<file path="src/rtl/delay_sched.sv">
// Round-robin arbiter sharing one programmable delay counter among NREQ requesters.
// The winner holds gnt for LOAD + tgt RUN cycles + DONE, with a done pulse in DONE.
module delay_sched #(
   parameter int unsigned NREQ  = 4,
   parameter int unsigned CBITS = 14,
   parameter int unsigned N     = 10000
) (
   input  logic                    clk,
   input  logic                    rst,
   input  logic [NREQ-1:0]         req,
   input  logic [NREQ*CBITS-1:0]   dly,
   output logic [NREQ-1:0]         gnt,
   output logic [NREQ-1:0]         done,
   output logic                    busy,
   output logic                    err
);

   localparam int unsigned PBITS = (NREQ > 1) ? $clog2(NREQ) : 1;

   if (NREQ < 2 || NREQ > 8) begin : g_bad_nreq
      $error("delay_sched: NREQ must be in 2..8");
   end
   if (N == 0 || 64'(N) >= (64'd1 << CBITS)) begin : g_bad_n
      $error("delay_sched: N must be nonzero and fit in CBITS");
   end

   typedef enum logic [1:0] {IDLE, LOAD, RUN, DONE} state_t;

   state_t             state, state_nx;
   logic [CBITS-1:0]   cnt, tgt, winner_dly;
   logic [PBITS-1:0]   owner, rr_ptr, winner, cand;
   logic               found;
   int unsigned        idx;

   // Search upward from the slot after the last winner, wrapping modulo NREQ.
   always_comb begin
      winner     = '0;
      winner_dly = '0;
      found      = 1'b0;
      idx        = 0;
      cand       = '0;
      for (int unsigned k = 1; k <= NREQ; k++) begin
         idx  = (32'(rr_ptr) + k) % NREQ;
         cand = PBITS'(idx);
         if (!found && req[cand]) begin
            found      = 1'b1;
            winner     = cand;
            winner_dly = dly[idx*CBITS +: CBITS];
         end
      end
   end

   always_comb begin
      state_nx = state;
      case (state)
         IDLE: if (found) state_nx = LOAD;
         LOAD: state_nx = req[owner] ? RUN : IDLE;
         RUN: begin
            if (!req[owner])
               state_nx = IDLE;
            else if (cnt == tgt - CBITS'(1))
               state_nx = DONE;
         end
         DONE: state_nx = IDLE;
         default: state_nx = IDLE;
      endcase
   end

   always_comb begin
      gnt  = '0;
      done = '0;
      busy = (state != IDLE);
      err  = (state == RUN) && (cnt > tgt);
      if (state != IDLE)
         gnt[owner] = 1'b1;
      if (state == DONE)
         done[owner] = 1'b1;
   end

   always_ff @(posedge clk) begin
      if (rst) begin
         state  <= IDLE;
         cnt    <= '0;
         tgt    <= '0;
         owner  <= '0;
         rr_ptr <= PBITS'(NREQ - 1);
      end else begin
         state <= state_nx;
         case (state)
            IDLE: begin
               if (found) begin
                  owner  <= winner;
                  rr_ptr <= winner;
                  tgt    <= (winner_dly == '0) ? CBITS'(N) : winner_dly;
               end
            end
            LOAD: cnt <= '0;
            RUN:  cnt <= req[owner] ? cnt + CBITS'(1) : '0;
            // cnt reaches tgt on entry to DONE; clear it so the next tgt load keeps cnt <= tgt
            DONE: cnt <= '0;
            default: cnt <= '0;
         endcase
      end
   end

   a_gnt_onehot0: assert property (@(posedge clk) disable iff (rst) $onehot0(gnt));
   a_done_owner:  assert property (@(posedge clk) disable iff (rst) (done != '0) |-> (done == gnt));
   a_done_pulse:  assert property (@(posedge clk) disable iff (rst) (done != '0) |=> (done == '0));
   a_no_err:      assert property (@(posedge clk) disable iff (rst) !err);
   a_busy_gnt:    assert property (@(posedge clk) disable iff (rst) busy == (gnt != '0));
   a_cnt_le_tgt:  assert property (@(posedge clk) disable iff (rst) cnt <= tgt);

endmodule

</file>
<file path="config.mk">
export PLATFORM = sky130hd
export DESIGN_NAME = delay_sched
export DESIGN_NICKNAME = d
export VERILOG_FILES = /design/src/rtl/delay_sched.sv
export SDC_FILE = /design/constraint.sdc
export NUM_CORES = 1
export LEC_CHECK = 0
export CAP_MARGIN = 20
export CORE_ASPECT_RATIO = 0.9
export CORE_MARGIN = 3
export CORE_UTILIZATION = 45
export DETAILED_ROUTE_END_ITERATION = 12
export PLACE_DENSITY = 0.75
export SYNTH_ARGS = -nofsm -noshare
export SYNTH_HDL_FRONTEND = slang
export SYNTH_SLANG_ARGS = --single-unit
</file>
<file path="constraint.sdc">
create_clock -name clk -period 3.4 [get_ports clk]
set_input_delay 0.51 -clock clk [delete_from_list [all_inputs] [get_ports clk]]
set_output_delay 0.51 -clock clk [all_outputs]
set_load 0.02 [all_outputs]
</file>
==> results of run 1 <==
-- per-stage QoR --
stage	area, um2	utilization, %	setup WS [ps]
5_1_grt	5050	57.5	56.7
3_5_place_dp	4960	56.6	79.8
4_1_cts	5050	57.5	185
2_1_floorplan	4160	-	1000
3_3_place_gp	4950	56.4	210
6_report	5050	57.5	180
-- what timing repair did --
| item | in CTS | in global routing |
|---|---|---|
| gates resized for setup | 1 | 0 |
| buffers inserted | 0 | 0 |
| endpoints found under the setup margin | 1 | 0 |
-- state kept, by name, indices dropped and copies added, names as in the netlist --
register	cells
cnt	14
owner	2
rr_ptr	2
state	2
tgt	14
-- metal layers --
| layer | wire (um) | up-vias | track usage, % |
|---|---|---|---|
| met1 | 5730 | 2141 | 32.6 |
| met2 | 5730 | 178 | 37.0 |
| met3 | 704 | 24 | 2.92 |
| met5 | 0 | - | 0 |
| met4 | 201 | 0 | 6.21 |
| li1 | - | 2181 | - |
-- synthesized netlist by cell type (3+ instances only) --
cell type	instances
inv_1	18
and3_1	6
dfxtp_1	34
buf_2	11
or3_1	5
nor2b_1	5
nand4_1	10
xnor2_1	11
o22ai_1	16
a211oi_1	14
mux2_2	4
mux2i_1	57
xor2_1	7
ha_1	16
nor2_1	69
nor3_1	8
o211ai_1	5
a32o_1	3
a21oi_1	25
a311oi_1	13
o21a_1	5
o31ai_1	3
nand2b_1	9
o21ai_0	25
a31oi_1	3
a21o_1	8
a221oi_1	5
o221ai_1	11
buf_4	3
o21ai_1	4
or4_1	3
buf_6	10
clkbuf_1	15
nor4_1	3
nand2_1	39
nand3_1	11
-- power by group --
part	leakage (nW)	switching [mW]	total, mW	internal, mW
Sequential	0.279	0.105	0.556	0.451
Clock	0.0450	0.146	0.288	0.142
Combinational	1.72	0.667	1.22	0.557
-- cell families (layout without fill, tap and decap cells) --
logic type	after synthesis	in the layout
buffers and inverters	60	122
XOR/XNOR	18	18
flip-flops	34	34
multiplexers	67	67
AO/OA/AOI/OAI	163	163
adder cells (fa/ha/maj)	16	16
AND/OR/NAND/NOR	185	185
-- worst paths after layout --
path | start | end | slack [ps]
max | tgt[7]$_SDFFE_PP0P_ | err | 180
min | state[0]$_SDFFE_PP0P_ | state[0]$_SDFFE_PP0P_ | 530
max reg2reg | rr_ptr[1]$_SDFFE_PP1P_ | tgt[4]$_SDFFE_PP0P_ | 510
min reg2reg | state[0]$_SDFFE_PP0P_ | state[0]$_SDFFE_PP0P_ | 530
-- worst max-delay path, delay by kind of cell (launching register included) --
kind / cells / cell delay [ps]
flops: 1 / 420
compound gates: 7 / 1210
buf+inv: 2 / 430
simple gates: 1 / 60
fa+ha+maj: 1 / 300
-- final cells by class --
cell class              instances  area [um2]  share of cell area, %
clock inverters                 2        10.0                  0.198
clock buffers                   6        72.6                   1.44
inverters                      20        75.1                   1.49
multi-input cells             449        3150                   62.5
well taps                     119         149                   2.95
repair buffers                 94         902                   17.9
flip-flops and latches         34         684                   13.6
==> results.ini, run 1 <==
[status]
status = finished, final reports clean

[drt]
viasPerCell = 6.25
wire_per_inst_um = 17.1
remaining_drc_errors = 0
dr.first_iter.drc_count = 303
num_vias = 4524
firstDrtPassIters = 5
wl_um = 12400
postRouteAntennaNets = 0

[yosys]
synth-main-ff-cell = dfxtp_1
synth_warnings = 0
yosysTopAreaCell = dfxtp_1
synthCells = 543
async_flop_share_pct = 0
synth_edf_count = 0
syn_area_per_cell_um2 = 7.66
synth_cell_types = 72
synth_top_area_share_pct = 16.4
synth.area.mux_share_pct = 17.4
ys_seq_area_share_pct = 16.4
synth.area.top_cells = dfxtp_1 16%, mux2i_1 14%, nor2_1 6.2%
synthAdderAreaFrac_pct = 4.81
synth-xor-area-share_pct = 3.79
syn-num-nets = 621
syn-cell-area_mm2 = 0.00416
synth_seq_cells = 34
synth_compound_area_share_pct = 27.6
synthSimpleGateAreaFrac_pct = 22.2
synth_top_family_by_area = compound AO/OA/AOI/OAI gates

[floorplanning]
die_h_um = 97.2
die_width_um = 107
die_area_mm2 = 0.0104
rows = 32
io_pins = 72
start_util_pct = 47.4
core_area_mm2 = 0.00877

[power_and_ir_drop]
total_power_mw = 2.07
p_leak_nw = 2.05
p_per_area_mw_per_mm2 = 410
irDropWorstVdd_mv = 0.191

[timing]
relSlewSlack_pct = 50.9
max_freq_ghz = 0.311
skew_ps = 8.89
rsz0062_at_grt = false
fin_crit_sh_pct = 94.7
finalHoldViolCount = 0
slew_viol_final = 0
setup_violations = 0
setup-tns-final_ps = 0
fin_crit_ps = 3220
worst_pin_slew_ps = 734
worst_hold_slack_ps = 528

[placement]
dp.cells = 716
portBuffers = 71
dp.final_hpwl_um = 9580
gp_congestion = 0.938

[worst_setup_path]
cp_common_cell = a21o_1
slowest_stage = dfxtp_1
worstSetupPathType = reg2out
reg2reg_depth = 7
cp.arrival_ps = 2710
worstPathMaxFanout = 6
cp_cell_sequence = inv_1 > ha_1 > a21o_1 > a21o_1 > a21o_1 > a21o_1 > a21oi_1 > nor2b_1 > o21ai_0 > a21oi_1 > dlygate4sd2_1
max_stage_delay_ps = 420
critPathCaptureType = output port
worstPathRequired_ps = 2890
crit_path_start_kind = register

[global_routing]
grt_usage_pct = 23.1
grt_pass1_vias = 4361
grt_pass1_wl_um = 20300
grt_max_degree = 43
antenna_found_initial = 0
grt_overflow = 0

[layout]
final_cell_mix = 70 x clkdlybuf4s50_1, 69 x nor2_1, 57 x mux2i_1
drive_gt1_share_pct = 8.26
nFillCells = 801
finalNetCount = 682
fin_cells = 724
diodes = 0
layout_commonest_cell = clkdlybuf4s50_1
syn_to_final_growth_pct = 21.3

[clocking]
clk_pin_slew_worst_paths_ps = 80
cts_buffers = 5
cts_hold_buf = 0
cts_buffer_depth = 2
insertion_delay_ps = 280
htreeDepth = 2
clock_sinks = 34
cts_tree = done
cts_root_buf = clkbuf_8

[run]
maxCapViolCount = 0

[hold_path]
worstHoldPathCells = 1
hold_class = reg2reg

Note: power is estimated with default switching activity, not from simulation.
==> run 2: changes to the inputs <==
--- a/config.mk
+++ b/config.mk
@@ -13,2 +13,3 @@
 export PLACE_DENSITY = 0.75
+export SKIP_LAST_GASP = 1
 export SYNTH_ARGS = -nofsm -noshare
--- a/constraint.sdc
+++ b/constraint.sdc
@@ -3,2 +3,2 @@
 set_output_delay 0.51 -clock clk [all_outputs]
-set_load 0.02 [all_outputs]
+set_load 0.005 [all_outputs]
==> run 2 against run 1 <==
- flip-flop and latch count unchanged
- die area unchanged
- register-to-register slack worse by 90 ps
- design area rose by 0.17%
- utilization rose by 0.10 points
- first-iteration DRC count grew 40%
- critical endpoint unchanged
==> results.ini, run 2 (synthesis gave the netlist of run 1 again) <==
[status]
status = finished, final reports clean  ; unchanged

[floorplanning]
die_width_um = 107  ; unchanged
die_area_mm2 = 0.0104  ; unchanged
rows = 32  ; unchanged
core_area_mm2 = 0.00877  ; unchanged
io_pins = 72  ; unchanged
die_h_um = 97.2  ; unchanged
start_util_pct = 47.4  ; unchanged

[drt]
wire_per_inst_um = 17.6  ; was 17.1 um
wl_um = 12700  ; was 12400 um
remaining_drc_errors = 0  ; unchanged
firstDrtPassIters = 5  ; unchanged
num_vias = 4566  ; was 4524
viasPerCell = 6.32  ; was 6.25
dr.first_iter.drc_count = 423  ; was 303
postRouteAntennaNets = 0  ; unchanged

[timing]
rsz0062_at_grt = false  ; unchanged
relSlewSlack_pct = 56.1  ; was 50.9%
setup-tns-final_ps = 0  ; unchanged
worst_pin_slew_ps = 641  ; was 734 ps
setup_violations = 0  ; unchanged
max_freq_ghz = 0.310  ; was 0.311 GHz
worst_hold_slack_ps = 532  ; was 528 ps
fin_crit_sh_pct = 94.8  ; was 94.7%
fin_crit_ps = 3220  ; about the same
slew_viol_final = 0  ; unchanged
skew_ps = 4.80  ; was 8.89 ps
finalHoldViolCount = 0  ; unchanged

[worst_setup_path]
worstPathRequired_ps = 2890  ; about the same
r2r-start = rr_ptr[1]$_SDFFE_PP1P_  ; unchanged
reg2reg_depth = 7  ; unchanged
crit_path_start_kind = register  ; unchanged
worstPathMaxFanout = 6  ; unchanged
ff2ff_setup_slack_ps = 420  ; was 510 ps
critPathCaptureType = output port  ; unchanged
worstSetupPathType = reg2out  ; unchanged
reg2reg_to = tgt[4]$_SDFFE_PP0P_  ; unchanged
cp.arrival_ps = 2710  ; about the same

[hold_path]
worstHoldPathCells = 1  ; unchanged
hold_start = state[0]$_SDFFE_PP0P_  ; unchanged
hold_class = reg2reg  ; unchanged
worstHoldEndpoint = state[0]$_SDFFE_PP0P_  ; unchanged

[power_and_ir_drop]
irDropWorstVdd_mv = 0.186  ; was 0.191 mV
total_power_mw = 2.15  ; was 2.07 mW
p_per_area_mw_per_mm2 = 425  ; was 410 mW/mm2
p_leak_nw = 2.04  ; was 2.05 nW

[layout]
utilization_pct = 57.6  ; was 57.5%
multi_input_area_mm2 = 0.00315  ; unchanged
finalNetCount = 680  ; was 682
drive_gt1_share_pct = 8.46  ; was 8.26%
layout_commonest_cell = clkdlybuf4s50_1  ; unchanged
nFillCells = 806  ; was 801
diodes = 0  ; unchanged
syn_to_final_growth_pct = 21.5  ; was 21.3%
top_regs = cnt (14), tgt (14)  ; unchanged
ff_latch_area_um2 = 687  ; was 684 um2
stdcell_area_mm2 = 0.00505  ; about the same
final_cell_mix = 71 x clkdlybuf4s50_1, 69 x nor2_1, 57 x mux2i_1  ; was 70 x clkdlybuf4s50_1, 69 x nor2_1, 57 x mux2i_1

[run]
maxCapViolCount = 0  ; unchanged

[global_routing]
grt_max_degree = 47  ; was 43
grt_usage_pct = 24.4  ; was 23.1%
grt_pass1_wl_um = 21200  ; was 20300 um
grt_overflow = 0  ; unchanged
grt_pass1_vias = 4379  ; was 4361
antenna_found_initial = 0  ; unchanged

[clocking]
htreeDepth = 2  ; unchanged
insertion_delay_ps = 290  ; was 280 ps
cts_buffers = 5  ; unchanged
clk_pin_slew_worst_paths_ps = 70  ; was 80 ps
cts_root_buf = clkbuf_8  ; unchanged
clock_sinks = 34  ; unchanged
cts_buffer_depth = 2  ; unchanged
cts_tree = done  ; unchanged
postCtsSetupRepairBufs = 0  ; unchanged

[placement]
portBuffers = 71  ; unchanged
dp.final_hpwl_um = 9700  ; was 9580 um
gp_congestion = 0.885  ; was 0.938
dpl_cell_area_mm2 = 0.00494  ; was 0.00496 mm2

-- run 2: worst max-delay path: stages, from the launching register on --
cell,delay (ps)
dfxtp_2,390
inv_1,80
ha_1,290
a21o_1,190
a21o_1,170
a21o_1,180
a21o_1,180
a21oi_1,150
nor2b_1,60
o21ai_1,170
a21oi_1,110
clkdlybuf4s50_1,450
-- run 2: cell type report --
class / count / share of cell area, %
Tap cell: 119 / 2.95
Timing Repair Buffer: 92 / 17.4
Clock buffer: 8 / 2.18
Inverter: 20 / 1.49
Multi-Input combinational cell: 449 / 62.4
Sequential cell: 34 / 13.6
-- run 2: worst max path at each step --
stage / from / end / slack [ps]
2_1_floorplan: req[2] / tgt[4]$_SDFFE_PP0P_ / 1000
3_3_place_gp: req[3] / tgt[4]$_SDFFE_PP0P_ / 190
3_5_place_dp: req[3] / tgt[9]$_SDFFE_PP0P_ / 80
4_1_cts: tgt[7]$_SDFFE_PP0P_ / err / 80
5_1_grt: tgt[7]$_SDFFE_PP0P_ / err / 60
6_report: tgt[7]$_SDFFE_PP0P_ / err / 180
-- run 2: timing repair --
action / CTS / global route
hold buffers: 0 / 0
endpoints found under the setup margin: 0 / 1
gates resized for setup: 0 / 3
-- run 2: layer usage --
layer | GRT usage [%] | vias to the layer above | routed length, um | part of all wire, %
li1 | - | 2188 | - | -
met1 | 35.0 | 2180 | 5860 | 46
met2 | 38.6 | 183 | 5910 | 46
met3 | 3.26 | 15 | 807 | 6.3
met4 | 5.73 | 0 | 145 | 1.1
met5 | 0 | - | 0 | 0
-- run 2: metrics by stage --
| stage | worst slack (ps) | std cells |
|---|---|---|
| final | 176 | 722 |
| after global routing | 61.9 | 722 |
| after CTS | 80.6 | 722 |
| after global placement | 191 | 714 |
| after detailed placement | 81.7 | 714 |
| after floorplan | 1000 | 543 |
-- run 2: report_power, final --
group | switching [mW] | internal [mW]
sequential | 0.112 | 0.452
combinational | 0.662 | 0.554
clock | 0.161 | 0.205
